[src/rtl/instruction_fetch_unit.sv]
// Instruction fetch sequencer: fetches the instruction at the current PC over req/ack,
// holds it for the decoder over valid/ready, and computes the PC register's next value.
module instruction_fetch_unit #(
  parameter int unsigned PC_WIDTH    = 8,
  parameter int unsigned INSTR_WIDTH = 16,
  parameter int unsigned WAIT_LIMIT  = 15
) (
  input  logic                   input_Clock,
  input  logic                   input_Reset,
  input  logic [PC_WIDTH-1:0]    input_PC,
  output logic [PC_WIDTH-1:0]    output_Next_PC,
  output logic                   output_Mem_Req,
  output logic [PC_WIDTH-1:0]    output_Mem_Addr,
  input  logic                   input_Mem_Ack,
  input  logic [INSTR_WIDTH-1:0] input_Mem_Data,
  output logic [INSTR_WIDTH-1:0] output_Instr,
  output logic                   output_Instr_Valid,
  input  logic                   input_Instr_Ready,
  input  logic                   input_Branch_Taken,
  input  logic [PC_WIDTH-1:0]    input_Branch_Target,
  output logic                   output_Fetch_Error
);

  typedef enum logic [1:0] {
    StIdle = 2'd0,
    StReq  = 2'd1,
    StHold = 2'd2
  } state_e;

  // Count value on which the next missing ack is the WAIT_LIMIT-th one.
  localparam logic [7:0] WaitLast = 8'(WAIT_LIMIT - 1);

  state_e                 state_q;
  logic [7:0]             wait_cnt_q;
  logic [INSTR_WIDTH-1:0] instr_q;
  logic                   error_q;

  always_ff @(posedge input_Clock or posedge input_Reset) begin
    if (input_Reset) begin
      state_q    <= StIdle;
      wait_cnt_q <= '0;
      instr_q    <= '0;
      error_q    <= 1'b0;
    end else if (input_Branch_Taken) begin
      // Redirect wins over any same-cycle ack or ready.
      state_q    <= StReq;
      wait_cnt_q <= '0;
    end else begin
      case (state_q)
        StIdle: begin
          state_q <= StReq;
        end
        StReq: begin
          if (input_Mem_Ack) begin
            instr_q    <= input_Mem_Data;
            wait_cnt_q <= '0;
            state_q    <= StHold;
          end else if (wait_cnt_q == WaitLast) begin
            // Timeout: flag it and keep retrying the same address.
            error_q    <= 1'b1;
            wait_cnt_q <= '0;
          end else begin
            wait_cnt_q <= wait_cnt_q + 8'd1;
          end
        end
        StHold: begin
          if (input_Instr_Ready) begin
            state_q <= StReq;
          end
        end
        default: begin
          state_q <= StIdle;
        end
      endcase
    end
  end

  // The PC register always loads, so "hold" means feeding the current PC back.
  always_comb begin
    output_Next_PC = input_PC;
    if (input_Branch_Taken) begin
      output_Next_PC = input_Branch_Target;
    end else if (state_q == StHold && input_Instr_Ready) begin
      output_Next_PC = input_PC + PC_WIDTH'(1);
    end
  end

  assign output_Mem_Req     = (state_q == StReq);
  assign output_Mem_Addr    = input_PC;
  assign output_Instr       = instr_q;
  assign output_Instr_Valid = (state_q == StHold);
  assign output_Fetch_Error = error_q;

endmodule

[config.mk]
export PLATFORM = sky130hd
export DESIGN_NAME = instruction_fetch_unit
export DESIGN_NICKNAME = d
export VERILOG_FILES = /design/src/rtl/instruction_fetch_unit.sv
export SDC_FILE = /design/constraint.sdc
export NUM_CORES = 1
export LEC_CHECK = 0
export BUFFER_PORTS_ARGS = -buffer_cell sky130_fd_sc_hd__buf_2
export CAP_MARGIN = 5
export CORE_ASPECT_RATIO = 1.1
export CORE_MARGIN = 1
export CORE_UTILIZATION = 42
export CTS_CLUSTER_DIAMETER = 80
export DETAILED_ROUTE_END_ITERATION = 10
export GPL_ROUTABILITY_DRIVEN = 0
export PLACE_DENSITY = 0.8
export SKIP_CTS_REPAIR_TIMING = 1
export SLEW_MARGIN = 20
export SYNTH_ARGS = -nofsm -noshare
export SYNTH_HDL_FRONTEND = slang
export SYNTH_SLANG_ARGS = --single-unit
[constraint.sdc]
create_clock -name input_Clock -period 1.5 [get_ports input_Clock]
set_clock_uncertainty 0.05 [all_clocks]
set_input_delay 0.225 -clock input_Clock [delete_from_list [all_inputs] [get_ports input_Clock]]
set_output_delay 0.225 -clock input_Clock [all_outputs]
set_load 0.005 [all_outputs]
==> results.md <==
* Run status: finished, violations left
* Failing checks: negative setup slack
* Initial antenna violation count at 0
* Clock tree buffer depth at 2
* Seq/Total Area, Yosys at 43.5%
* CTS tree: yes
* Largest net degree at the start of global routing at 28
* Die ar. at 0.00394 mm^2
* Area of the core at 0.00344 mm^2
* Boundary pin count at 72
* CP startpoint kind: flip-flop
* DRT Pass-1 Iters at 4
* Pint at 0.00129 W
* Yosys reg bits at 27
* Period utilisation layout at 132%
* Worst ir drop on vdd at 0.683 mV
* Pleak at 1.16 nW
* Area delta synth->final at 51.9%
* DR vias/cell at 5.03
* Required @ worst endpoint at 1.22 ns
* Sequential share of power at 48.5%
* Mapped Avg Cell Area at 10.6 um^2
* H-Tree Depth at 1
* Met2 GRT Util at 38.2%
* Most common cell after layout, fill and taps aside: buf_2
* Die Ht at 65.7 um
* Worst-margin pin slew at 0.360 ns
* DRC at 0
* Power, Total at 0.00185 W
* Synth warn at 0
* TritonCTS buffer count at 3
* FP Rows at 22
* CP startpoint: state_q[0]
* Worst Hold Class: input pin to flip-flop
* Largest cells by area after synthesis: dfrtp_1 (44%), mux2_2 (12%), nand2_1 (4.4%), nand3_1 (3.9%), buf_4 (3.9%)
* Final slew viol count at 0
* Final setup violation count at 35
* Drt total wl at 4210 um
* Clk_lat worst skew at 0.36 ns
* Worst-path fanout max at 3
* Final hold slack at 0.0313 ns
* Met3 usage at 2.56%
* Die width at 60.0 um
* Vias at 1,468
* M1 GR Usage at 21.8%
* FMAX at 503 MHz
* Grt total ovfl at 0
* Fin crit period at 1.99 ns
* Gr usage total at 20.7%
* Antenna viol nets, final at 0
* Sw power at 0.000558 W
* Hpwl dp at 2900 um
* Maxcap violations at 0
* Clk root buf: clkbuf_4
* Kind of critical path: flip-flop to primary output
* Most frequent cells in the layout: buf_2 (70), dfrtp_1 (26), buf_4 (23), nand2_1 (15), mux2_2 (15)
* Reg2Reg Launch Point: state_q[0]
* Prevailing post-synth register cell: dfrtp_1
* Area of the mapped netlist at 0.00155 mm^2
* Number of flops mapped to enable cells by yosys at 0
* Post-Synthesis Cells at 147
* Clock share of power at 19.4%
* Port Buffers at 71
* Headroom to the max-slew limit at 76.0%
* First-pass GRT wire length at 6070 um
* PD cells at 784 mW/mm^2
* Antenna Cells at 0
* Comb power frac at 32.2%
* RSZ-0062 raised after global routing: yes
* Final Hold Fails at 0
* Hold Startpoint: input_Mem_Data[1]
* Starting DRT DRC Count at 75
* Dominant cell type by area after synthesis: dfrtp_1
* Clock sink count at 27
* Worst setup margin at -0.487 ns
* Sw frac at 30.2%
* Vias in the first global route at 1,423
* Net Count, Synth at 187
* Crit path capture type: primary output
* Post-synth ARST share at 100%
* Synth cell types at 38
* Post-route setup TNS at -7.84 ns
* Crit path DAT at 1.71 ns
* Starting Density at 45.1%
* Non-filler cells in the finished layout at 292
* Global routing's busiest layer: met2
* WL/cell at 14.4 um
* Placed Cells at 279
* Layout Nets at 285
* Top-area cell type share of the netlist area at 43.5%
* Layout cells sized above 1 at 62.3%
* Clk pin slew, worst setup/hold paths at 0.17 ns
## power by group through the flow
stage / Clock (W) / Sequential (W) / Combinational [W]
final: 0.000358 / 0.000896 / 0.000595
after global routing: 0.000392 / 0.000909 / 0.000645
after CTS: 0.000368 / 0.000893 / 0.000512
after detailed placement: 0 / 0.000909 / 0.000510
after global placement: 0 / 0.000899 / 0.000497
after floorplan: 0 / 0.000922 / 0.000231
## cells in the mapped netlist (2+ instances only)
cell type / instances
mux2i_1: 2
a21o_1: 2
dfrtp_1: 27
xor2_1: 4
inv_1: 5
nor3_1: 3
nor2_1: 6
buf_4: 8
mux2_2: 16
mux2_1: 2
or4_1: 3
o21ai_0: 9
nand2b_1: 2
o31ai_1: 2
nand3_1: 12
ha_1: 3
xnor2_1: 3
nand2_1: 18
## sequential cells by signal (all words and copies together), names as in the netlist
name / cells
output_Fetch_Error: 1
output_Instr: 16
state_q: 2
wait_cnt_q: 8
## path summary, 6_finish.rpt
check / endpoint / slack (ns) / cells past startpoint
max: output_Next_PC[6] / -0.49 / 5
min: output_Instr[1] / 0.03 / 2
max reg2reg: output_Instr[5] / -0.27 / 8
min reg2reg: output_Fetch_Error / 0.45 / 2
max in group asynchronous: wait_cnt_q[4] / 0.70 / 4
min in group asynchronous: output_Instr[0] / 0.41 / 4
## layout make-up
type	instances	area [um^2]
inverters	6	25.0
multi-input cells	103	875
well taps	48	60.1
clock buffers	3	22.5
fillers	266	1080
repair buffers	104	689
flip-flops and latches	27	677
clock inverters	1	8.76
## metrics by stage
step                      util (%)  setup slack [ns]  instance area [um^2]
final                         68.5            -0.487                  2360
after global routing          68.5            -0.580                  2360
after CTS                     61.6            -0.577                  2120
after detailed placement      60.7            -0.155                  2090
after global placement        60.7            -0.130                  2090
after floorplan                  -            -0.119                  1570
## layer usage
| layer | share of wire, % | vias up |
|---|---|---|
| met5 | 0 | - |
| met4 | 2.3 | 0 |
| met3 | 3.9 | 9 |
| met2 | 54 | 56 |
| met1 | 39 | 698 |
| li1 | - | 705 |
## critical path, cell delays in order, from the launching register on
cell      delay, ns
dfrtp_1        0.43
nand4b_1       0.25
nor3_2         0.21
xor2_1         0.08
mux2_2         0.26
buf_2          0.12
## cell families (layout without fill, tap and decap cells)
logic type                 Yosys count  in the layout  share of synthesized area (%)
adders and majority gates            3              3                           2.42
and+or+nand+nor                     53             53                           19.4
xor gates and xnor gates             7              7                           3.95
muxes                               20             20                           14.4
AOI/OAI and AO/OA                   20             20                           9.19
buffers and inverters               17            114                           7.18
DFF                                 27             27                           43.5
Power figures use the tool's default switching activity.
